$ cat src/rtl/uart_rx_fifo.sv
// UART receiver (start/data/optional parity/stop, break detect) feeding a show-ahead FIFO.
// Define UART_RX_MAJORITY_EN for 2-of-3 majority sampling around each bit sample point.
module uart_rx_fifo #(
    parameter int CLOCK_FREQ  = 50000000,
    parameter int BAUD_RATE   = 115200,
    parameter int DATA_BITS   = 8,
    parameter int PARITY_MODE = 0,
    parameter int FIFO_DEPTH  = 16
) (
    input  logic                          clk,
    input  logic                          rst_n,
    input  logic                          rx,
    output logic [DATA_BITS-1:0]          data_out,
    output logic                          data_valid,
    input  logic                          data_ready,
    output logic                          parity_err,
    output logic                          frame_err,
    output logic                          overflow,
    input  logic                          overflow_clr,
    output logic [$clog2(FIFO_DEPTH):0]   fifo_count
);
    localparam int CLKS_PER_BIT = CLOCK_FREQ / BAUD_RATE;
    localparam int HALF_BIT     = CLKS_PER_BIT / 2;
    localparam int CW           = $clog2(CLKS_PER_BIT + 1);
    localparam int IW           = $clog2(DATA_BITS);
    localparam int AW           = $clog2(FIFO_DEPTH);
    localparam int EW           = DATA_BITS + 2;
`ifdef UART_RX_MAJORITY_EN
    localparam int START_PT     = HALF_BIT;
`else
    localparam int START_PT     = HALF_BIT - 1;
`endif

    typedef enum logic [2:0] {IDLE, START, DATA, PARITY, STOP, BREAK} state_e;

    state_e               state_q, state_d;
    logic [CW-1:0]        cnt_q, cnt_d;
    logic [IW-1:0]        idx_q, idx_d;
    logic [DATA_BITS-1:0] shreg_q, shreg_d;
    logic                 perr_q, perr_d;
    logic                 rx_meta_q, rx_s_q;
    logic                 samp, push;

    always_ff @(posedge clk or negedge rst_n) begin
        if (!rst_n) begin
            rx_meta_q <= 1'b1;
            rx_s_q    <= 1'b1;
        end else begin
            rx_meta_q <= rx;
            rx_s_q    <= rx_meta_q;
        end
    end

`ifdef UART_RX_MAJORITY_EN
    // Decision lands one cycle after the nominal sample point, so history holds sample-1 and sample.
    logic rx_h1_q, rx_h2_q;
    always_ff @(posedge clk or negedge rst_n) begin
        if (!rst_n) begin
            rx_h1_q <= 1'b1;
            rx_h2_q <= 1'b1;
        end else begin
            rx_h1_q <= rx_s_q;
            rx_h2_q <= rx_h1_q;
        end
    end
    assign samp = (rx_h2_q & rx_h1_q) | (rx_h2_q & rx_s_q) | (rx_h1_q & rx_s_q);
`else
    assign samp = rx_s_q;
`endif

    always_comb begin
        state_d = state_q;
        cnt_d   = cnt_q + 1'b1;
        idx_d   = idx_q;
        shreg_d = shreg_q;
        perr_d  = perr_q;
        push    = 1'b0;
        case (state_q)
            IDLE: begin
                cnt_d = '0;
                if (!rx_s_q) state_d = START;
            end
            START: if (cnt_q == CW'(START_PT)) begin
                cnt_d = '0;
                if (!samp) begin
                    state_d = DATA;
                    idx_d   = '0;
                    perr_d  = 1'b0;
                end else begin
                    state_d = IDLE;
                end
            end
            DATA: if (cnt_q == CW'(CLKS_PER_BIT - 1)) begin
                cnt_d   = '0;
                shreg_d = {samp, shreg_q[DATA_BITS-1:1]};
                idx_d   = idx_q + 1'b1;
                if (idx_q == IW'(DATA_BITS - 1))
                    state_d = (PARITY_MODE != 0) ? PARITY : STOP;
            end
            PARITY: if (cnt_q == CW'(CLKS_PER_BIT - 1)) begin
                cnt_d   = '0;
                perr_d  = samp ^ (^shreg_q) ^ (PARITY_MODE == 2);
                state_d = STOP;
            end
            STOP: if (cnt_q == CW'(CLKS_PER_BIT - 1)) begin
                cnt_d   = '0;
                push    = 1'b1;
                state_d = samp ? IDLE : BREAK;
            end
            BREAK: begin
                cnt_d = '0;
                if (rx_s_q) state_d = IDLE;
            end
            default: state_d = IDLE;
        endcase
    end

    always_ff @(posedge clk or negedge rst_n) begin
        if (!rst_n) begin
            state_q <= IDLE;
            cnt_q   <= '0;
            idx_q   <= '0;
            shreg_q <= '0;
            perr_q  <= 1'b0;
        end else begin
            state_q <= state_d;
            cnt_q   <= cnt_d;
            idx_q   <= idx_d;
            shreg_q <= shreg_d;
            perr_q  <= perr_d;
        end
    end

    logic [EW-1:0] mem_q [FIFO_DEPTH];
    logic [AW-1:0] wr_ptr_q, rd_ptr_q;
    logic [AW:0]   count_q, count_d;
    logic          ovf_q, ovf_d;
    logic          empty, full, pop, wr_en;
    logic [EW-1:0] head;

    assign empty = (count_q == '0);
    assign full  = (count_q == (AW + 1)'(FIFO_DEPTH));
    assign pop   = data_ready & ~empty;
    // A pop in the push cycle frees the slot, so a full FIFO still accepts the frame.
    assign wr_en = push & (~full | pop);

    always_comb begin
        count_d = count_q;
        if (wr_en && !pop)      count_d = count_q + 1'b1;
        else if (!wr_en && pop) count_d = count_q - 1'b1;
        ovf_d = ovf_q;
        if (push && full && !pop) ovf_d = 1'b1;
        else if (overflow_clr)    ovf_d = 1'b0;
    end

    always_ff @(posedge clk) begin
        if (wr_en) mem_q[wr_ptr_q] <= {perr_q, ~samp, shreg_q};
    end

    always_ff @(posedge clk or negedge rst_n) begin
        if (!rst_n) begin
            wr_ptr_q <= '0;
            rd_ptr_q <= '0;
            count_q  <= '0;
            ovf_q    <= 1'b0;
        end else begin
            if (wr_en) wr_ptr_q <= wr_ptr_q + 1'b1;
            if (pop)   rd_ptr_q <= rd_ptr_q + 1'b1;
            count_q <= count_d;
            ovf_q   <= ovf_d;
        end
    end

    assign head       = empty ? '0 : mem_q[rd_ptr_q];
    assign data_out   = head[DATA_BITS-1:0];
    assign frame_err  = head[DATA_BITS];
    assign parity_err = head[DATA_BITS+1];
    assign data_valid = ~empty;
    assign overflow   = ovf_q;
    assign fifo_count = count_q;
endmodule

$ cat config.mk
export PLATFORM = sky130hd
export DESIGN_NAME = uart_rx_fifo
export DESIGN_NICKNAME = d
export VERILOG_FILES = /design/src/rtl/uart_rx_fifo.sv
export SDC_FILE = /design/constraint.sdc
export NUM_CORES = 1
export LEC_CHECK = 0
export ABC_AREA = 1
export BUFFER_PORTS_ARGS = -buffer_cell sky130_fd_sc_hd__buf_2
export CORE_UTILIZATION = 40
export CTS_CLUSTER_DIAMETER = 80
export DETAILED_ROUTE_END_ITERATION = 8
export HOLD_SLACK_MARGIN = 0.12
export PLACE_DENSITY = 0.65
export SETUP_SLACK_MARGIN = 0.15
export SLEW_MARGIN = 10
export SYNTH_ARGS = -nofsm -noshare
export SYNTH_HDL_FRONTEND = slang
export SYNTH_SLANG_ARGS = --single-unit
$ cat constraint.sdc
create_clock -name clk -period 2.7 [get_ports clk]
set_clock_uncertainty 0.05 [all_clocks]
set_input_delay 0.405 -clock clk [delete_from_list [all_inputs] [get_ports clk]]
set_output_delay 0.405 -clock clk [all_outputs]
set_load 0.02 [all_outputs]
# After elaboration in Yosys (flattened, before gate mapping)
# Memory sizes are Yosys's and may differ from the RTL's.
# Index checks and enable logic that the tools add are counted.
# op_classes
n_eq_ne	17
n_reduce_logical	19
mux	30
add_sub_neg	6
bitwise_logic	7
# ops
operator	count
$mux W3	11
$pmux W9 S3	1
$mux W9	2
$pmux W3 S6	1
$ne A2 B2 Y1 const B	8
$mux W10	1
$mux W5	2
$add A9 B1 Y9 const B	1
$eq A3 B3 Y1 const B	3
$eq A9 B8 Y1 const B	1
$eq A9 B9 Y1 const B	1
$mux W1	9
$add A4 B1 Y4 const B	2
$reduce_and A4 Y1	2
$reduce_bool A2 Y1	4
$reduce_xor A8 Y1	1
$reduce_and A7 Y1	1
$eq A3 B2 Y1 const B	2
$pmux W3 S2	1
$add A5 B1 Y5 const B	1
$eq A5 B5 Y1 const B	1
$logic_not A5 Y1	1
$sub A5 B1 Y5 const B	1
$logic_and A1 B1 Y1	4
13 further kinds	17
# word_totals
ram_bits	160
mem_count	1
in_bits	5
ff_bits	40
wordCells	91
out_inout_bits	17
# memory_table
memory	words	word_bits	read_ports	rd_clocked_by_memory_dff	write_ports	line	source
mem_q	16	10	1	0	1	134	logic [EW-1:0] mem_q [FIFO_DEPTH];

# Depth between registers and ports, before layout
# Gate-level depths: netlist (run 1).
# depth
ltp_word	9
mapped_depth	17
depth_no_buf	17

# Least setup slack after synthesis (run 1)
# No wires, ideal clock.
# synth_timing
path_kind	reg-to-reg
from	reg count_q[2] (netlist: fifo_count[2])
to	reg count_q[4] (netlist: fifo_count[4])
period_less_slack_ns	2.548
setup_ns	0.121
stages_incl_launch_ff	16
arrival_ns	2.377
setup_slack_ns	0.152
required_time_ns	2.529
path_buffers	0
cell_sequence	dfrtp_1 -> nor2_1 -> nand4_2 -> nand2_1 -> nand2_2 -> nand3_4 -> inv_8 -> ha_1 -> inv_1 -> ha_1 -> a21oi_1 -> o21ai_0 -> a21oi_1 -> o21ai_0 -> nand2_1 -> nand2_1
# synth_between
elab_chain_cells	8
elab_cells_between_ends	16
classes_between	add/sub: 2; eq/ne: 1; mux: 2; bitwise: 5; reduce/logical: 6
# synth_lines
item	line	source
from (decl)	136	logic [AW:0] count_q, count_d;
from (signal assigned)	169	count_q <= count_d;
$logic_not A5 Y1	141	assign empty = (count_q == '0);
$not A1 Y1	143	assign pop = data_ready & ~empty;
$and A1 B1 Y1	143	
$or A1 B1 Y1 (*)	145	assign wr_en = push & (~full | pop);
$and A1 B1 Y1 (*)	145	
via wr_en	138	logic empty, full, pop, wr_en;
$logic_not A1 Y1	150	else if (!wr_en && pop) count_d = count_q - 1'b1;
$logic_and A1 B1 Y1	150	
$reduce_bool A2 Y1 (no line)	--	
# Mark *: on every way through the listed nets, which the timed path passes. The rest lies on a longest branch. The select of a mux whose other input is x is not followed.
# A chain may end at the register's enable or synchronous reset.

# Final worst setup path (run 1)
# layout_timing
from	reg rd_ptr_q[0]
to	out parity_err
# layout_between
elab_chain_cells	2
# layout_lines
item	line	source
from (decl)	135	logic [AW-1:0] wr_ptr_q, rd_ptr_q;
from (signal assigned)	168	if (pop) rd_ptr_q <= rd_ptr_q + 1'b1;
$mem_v2 Z16 W10	--	
$mux W10	174	assign head = empty ? '0 : mem_q[rd_ptr_q];
to (decl)	16	output logic parity_err,
# No other way between the ends.

==> reports/results.ini, run 1 <==
[yosys]
synthCells=823
synth_edf_count=160
yosys.area.top_type_share_pct=54.31
ys_seq_elements=200
async_flop_share_pct=20.00
synth_nets=844
synthTopCellsByArea=edfxtp_1 54%, dfrtp_1 11%, nand2_1 11%
netlist.top_cell.by_area=edfxtp_1
ys_warn_count=0
yosysUniqueCellTypes=40
ys_seq_area_share_pct=65.65
syn_area_mm2=0.008847
yosys_most_used_dff=edfxtp_1
synth_area_per_cell_um2=10.75

[clocking]
clk_latency_ps=440
cts_max_level=4
numCtsBuffers=17
cts_root_buf=clkbuf_16
clk_pin_slew_ps=80
cts_sinks=200
cts_buffer_depth=2
cts_tree=built

[worst_setup_path]
worst-setup-path-type=flip-flop to output pin
slowest_stage=dfrtp_4
worst-path-max-fanout=8
crit_buf_inv=4
critPathRequiredTime_ps=2250
cpLargestDelayFamily=flip-flops
cp-end-kind=output pin
path_cells=clkinv_8 > buf_12 > clkbuf_16 > nand2_1 > nand3_2 > nand3_2 > a21oi_2 > o21a_1 > buf_6
r2r_slack_ps=340
cpMostUsedCell=nand3_2
path_depth=9
start_kind=flip-flop
max_stage_delay_ps=570
critPathArrivalTime_ps=2110
r2r.worst_path.cells=16

[routing]
drtIter0Drc=358
drc=0
ant_nets=0
wl_met2_mm=9.939
num_vias=5955
highest_layer=met4
vias_per_cell=5.059
wl_per_cell_um=17.17
wl_met3_mm=1.060
drt_pass1_iterations=5
wl_mm=20.21
m1WireLength_mm=8.807

[timing]
post-route-period-util_pct=94.90
fin_worst_hold_slack_ps=262.1
max_freq_mhz=390.3
slew_violations=0
finalCriticalPeriod_ps=2562
rsz0062_at_grt=true
fin_setup_tns_ps=0
hold_viol=0
finalSetupViolations=0
tightest_slew_ps=953.1
slew_headroom_pct=36.46

[pwr]
power.density_mw_per_mm2=544.2
total_power_mw=5.851
peakVddDrop_v=0.0004930
p_leak_nw=4.339

[cells_and_area]
antennaDiodeCount=0
drive_gt1_share_pct=21.52
fin_nets=906
syn_to_final_growth_pct=21.51

[grt]
grt_max_degree=49
grt_pass1_vias=5582
grt_pass1_wl_mm=30.56
track_usage_pct=18.56
grt-ovfl-total=0
antenna_found_initial=0

[flow_run]
maxCapViolCount=0

[min_path]
min_path_type=input pin to flip-flop
hold-path-cell-count=4

[floorplan]
initial_core_util_pct=40.67
fp.dieW_um=150.7
die_height_um=150.7
die-area_mm2=0.02272
num_rows=54
boundaryPins=22
core_area_mm2=0.02176

[placement]
gp_congestion=0.8488
io_buffers=21
hpwl_mm=11.71

[status]
status=finished clean

==> placed cells by master, fill, tap and decap left out, types with 12 or more instances in the layout <==
cell type / n
a21oi_2: 14
nor2_1: 33
inv_1: 40
clkbuf_16: 21
edfxtp_1: 160
nand2_1: 247
dfrtp_1: 36
nand3_1: 105
buf_4: 41
nand3_2: 29
o21ai_0: 16
ha_1: 12
==> logic make-up after synthesis <==
| group | after synthesis | synth area share (%) |
|---|---|---|
| fa+ha+maj | 16 | 2.348 |
| xor+xnor | 14 | 1.386 |
| buf+inv | 82 | 4.144 |
| mux | 2 | 0.2404 |
| flops | 200 | 65.65 |
| compound gates | 61 | 3.847 |
| simple gates | 448 | 22.39 |
==> report_power, final <==
part | total (mW) | switching (mW) | internal, mW
combinational | 0.0258 | 0.0202 | 0.00558
sequential | 3.29 | 0.00168 | 3.29
clock | 2.53 | 1.21 | 1.32
total | 5.85 | 1.24 | 4.61
==> cells in the mapped netlist (2+ instances only) <==
master    instances
nand2_1         249
edfxtp_1        160
nand3_1         134
inv_1            42
dfrtp_1          38
nor2_1           34
a21oi_1          25
buf_2            20
o21ai_0          18
ha_1             15
xor2_1           11
clkbuf_1         10
o21a_1           10
nor2_2            8
nand4_1           7
nand2_2           5
nand2_4           5
o21ai_1           4
xnor2_1           3
buf_1             2
buf_4             2
buf_6             2
dfstp_2           2
==> final timing paths <==
path,from,endpoint
hold reg to reg,rx_meta_q$_DFF_PN1_,rx_s_q$_DFF_PN1_
max in group asynchronous,rst_n,rd_ptr_q[0]$_DFFE_PN0N_
min in group asynchronous,rst_n,cnt_q[2]$_DFF_PN0_
setup reg to reg,cnt_q[1]$_DFF_PN0_,fifo_count[4]$_DFFE_PN0P_
hold / removal,data_ready,overflow$_DFFE_PN0P_
setup / recovery,rd_ptr_q[0]$_DFFE_PN0N_,parity_err
==> repair_timing <==
item | 4_1_cts | 5_1_grt
pin swaps | 11 | 23
hold buffers | 3 | 0
gates resized for setup | 39 | 47
buffers inserted | 5 | 5
endpoints found under the setup margin | 11 | 12
endpoints found under the hold margin | 40 | 0
gates cloned | 3 | 5
==> final cells by class <==
cell class,instances,area [µm²]
Sequential cell,200,5813
Fill cell,1878,11010
Inverter,46,200.2
Clock inverter,14,162.7
Multi-Input combinational cell,541,2945
Clock buffer,17,425.4
Timing Repair Buffer,79,853.3
Tap cell,280,350.3
==> worst reg2reg max path: stages, from the launching register on <==
cell	delay [ps]
dfrtp_1	400
inv_1	80
ha_1	140
nand2_1	60
nor2_2	90
nand3_2	100
clkinv_2	90
nand3_4	110
inv_8	80
ha_4	150
inv_4	60
ha_1	300
nand2_1	50
o21ai_1	210
a21oi_1	120
o211ai_1	100
nand2_1	80
==> flip-flops by register name, summed over array words and instances (netlist names) <==
name	cells
rd_ptr_q	4
rx_meta_q	1
wr_ptr_q	4
state_q	3
shreg_q	8
idx_q	3
cnt_q	9
fifo_count	5
perr_q	1
mem_q	160
rx_s_q	1
overflow	1
==> routing by layer <==
metal	GRT usage, %	vias up
met5	0	-
met4	7.000	0
met3	3.303	26
met2	30.39	159
met1	24.57	2837
li1	-	2933
==> per-stage QoR <==
| stage | area, µm² | cells | util, % | setup WS, ps |
|---|---|---|---|---|
| 6_report | 10750 | 1177 | 49.41 | 137.7 |
| 4_1_cts | 10350 | 1167 | 47.60 | 126.7 |
| 2_1_floorplan | 8847 | 823 | - | 151.8 |
| 3_5_place_dp | 9449 | 1125 | 43.43 | 72.20 |
| 3_3_place_gp | 9449 | 1125 | 43.43 | 134.7 |
| 5_1_grt | 10750 | 1177 | 49.41 | 87.83 |
No activity file was read; power rests on OpenSTA's default activity.
==> run 2: changes to the inputs <==
==> constraint.sdc (replaced) <==
create_clock -name clk -period 2.7 [get_ports clk]
set_clock_uncertainty 0.05 [all_clocks]
set_input_delay 0.135 -clock clk [delete_from_list [all_inputs] [get_ports clk]]
set_output_delay 0.135 -clock clk [all_outputs]
set_load 0.02 [all_outputs]
==> run 2 against run 1 <==
Net effect:
- power is 1.3% lower
- global-route usage fell by 0.59 points
- clock power decreased by 3%
- highest routed layer unchanged
==> reports/results.ini, run 2 (same netlist as run 1, synthesis figures left out) <==
[cells_and_area]
fin_util_pct=46.53
largest_reg_flops=160
largestRegisters=mem_q x160, cnt_q x9, shreg_q x8
final_common_cell=nand2_1
drive_gt1_share_pct=15.06
syn_to_final_growth_pct=14.41
regMostFlops=mem_q
seqCellArea_mm2=0.005811
fin_nets=891
fin_area_mm2=0.01012
multi_input_area_mm2=0.002734
layout.cells.non_filler=1163
fill_cells=2002
antennaDiodeCount=0
layout_common_cells=248 x nand2_1, 160 x edfxtp_1, 134 x nand3_1

[min_path]
whs_endpoint=rx_meta_q$_DFF_PN1_
min_path_type=input pin to flip-flop
hold-path-cell-count=2
hp-start=rx

[pwr]
p_sw_share_pct=20.39
power_frac_clock_pct=42.5
p_leak_nw=4.141
total_power_mw=5.774
peakVddDrop_v=0.0003944
p_sw_mw=1.177
p_comb_share_pct=0.5
seqPwrFrac_pct=57.1
power.density_mw_per_mm2=570.4
internal_power_mw=4.596

[timing]
tightest_slew_ps=942.0
finalCriticalPeriod_ps=2428
max_freq_mhz=411.9
slew_violations=0
slew_headroom_pct=37.20
rsz0062_at_grt=true
fin_setup_tns_ps=0
fin_worst_hold_slack_ps=294.6
fin_ws_ps=272.4
post-route-period-util_pct=89.91
hold_viol=0
finalSetupViolations=0

[placement]
io_buffers=21
gp_congestion=0.8312
preCtsSetupSlack_ps=5.388
hpwl_mm=12.09
dp.cells=1126
place_area_mm2=0.009419

[clocking]
cts_root_buf=clkbuf_16
postCtsSetupRepairBufs=0
clk_pin_slew_ps=70
numCtsBuffers=17
cts_sinks=200
cts_max_level=4
cts_buffer_depth=2
cts_tree=built
clk_latency_ps=430

[worst_setup_path]
critPathArrivalTime_ps=2240
worst-path-max-fanout=21
worst-setup-path-type=flip-flop to output pin
slowest_stage=dfrtp_2
cpLargestDelayFamily=flip-flops
critPathRequiredTime_ps=2520
start_kind=flip-flop
cpMostUsedCell=nand3_1
r2r_slack_ps=330
max_stage_delay_ps=560
r2r.worst_path.cells=15
path_cells=inv_1 > buf_4 > nand3_1 > nand3_1 > a21oi_1 > o21a_1 > buf_2
worstReg2RegStart=cnt_q[1]$_DFF_PN0_
cp-end-kind=output pin
regToRegEndpoint=fifo_count[3]$_DFFE_PN0P_
crit_buf_inv=3

[routing]
drt_pass1_iterations=5
drtIter0Drc=595
num_vias=5838
vias_per_cell=5.020
drc=0
wl_mm=19.12
wl_per_cell_um=16.44
ant_nets=0

[grt]
grt_pass1_vias=5466
antenna_found_initial=0
track_usage_pct=17.97
grt_pass1_wl_mm=29.75
grt_max_degree=58
grt-ovfl-total=0

[floorplan]
die_height_um=150.7
boundaryPins=22
num_rows=54
fp.dieW_um=150.7
core_area_mm2=0.02176
die-area_mm2=0.02272
initial_core_util_pct=40.67

[status]
status=finished clean

[flow_run]
maxCapViolCount=0

-- run 2: power groups by stage --
stage	sequential [mW]	clock, mW	combinational, mW
after floorplan	3.36	0	0.00415
after global placement	3.36	0	0.0227
after detailed placement	3.36	0	0.0233
after CTS	3.29	2.50	0.0276
after global routing	3.29	2.61	0.0306
final	3.29	2.45	0.0268
-- run 2: worst max path at each step --
| stage | slack, ps | end | cells past startpoint | from |
|---|---|---|---|---|
| 6_report | 270 | data_out[1] | 7 | rd_ptr_q[1]$_DFFE_PN0N_ |
| 4_1_cts | 100 | fifo_count[4]$_DFFE_PN0P_ | 17 | cnt_q[1]$_DFF_PN0_ |
| 5_1_grt | 150 | fifo_count[4]$_DFFE_PN0P_ | 17 | cnt_q[1]$_DFF_PN0_ |
| 2_1_floorplan | 150 | fifo_count[4]$_DFFE_PN0P_ | 15 | fifo_count[2]$_DFFE_PN0P_ |
| 3_5_place_dp | 5 | fifo_count[4]$_DFFE_PN0P_ | 15 | fifo_count[2]$_DFFE_PN0P_ |
| 3_3_place_gp | 110 | fifo_count[4]$_DFFE_PN0P_ | 15 | fifo_count[2]$_DFFE_PN0P_ |
-- run 2: cell type report --
cell class                      instances  area share (%)
Tap cell                              280           3.461
Inverter                               46           1.891
Timing Repair Buffer                   64           4.611
Sequential cell                       200           57.40
Clock buffer                           18           4.240
Clock inverter                         14           1.384
Multi-Input combinational cell        541           27.01
-- run 2: metal layers --
metal  track usage [%]  part of all wire, %  vias to the layer above
li1                  -                    -                     2897
met1             24.62                   45                     2751
met2             27.73                   47                      160
met3             4.061                  5.9                       30
met4             7.000                  2.6                        0
met5                 0                    0                        -
-- run 2: what timing repair did --
item	4_1_cts	5_1_grt
endpoints found under the setup margin	7	12
pin swaps	0	1
hold buffers	5	0
gates resized for setup	3	18
hold endpoints to repair	41	0
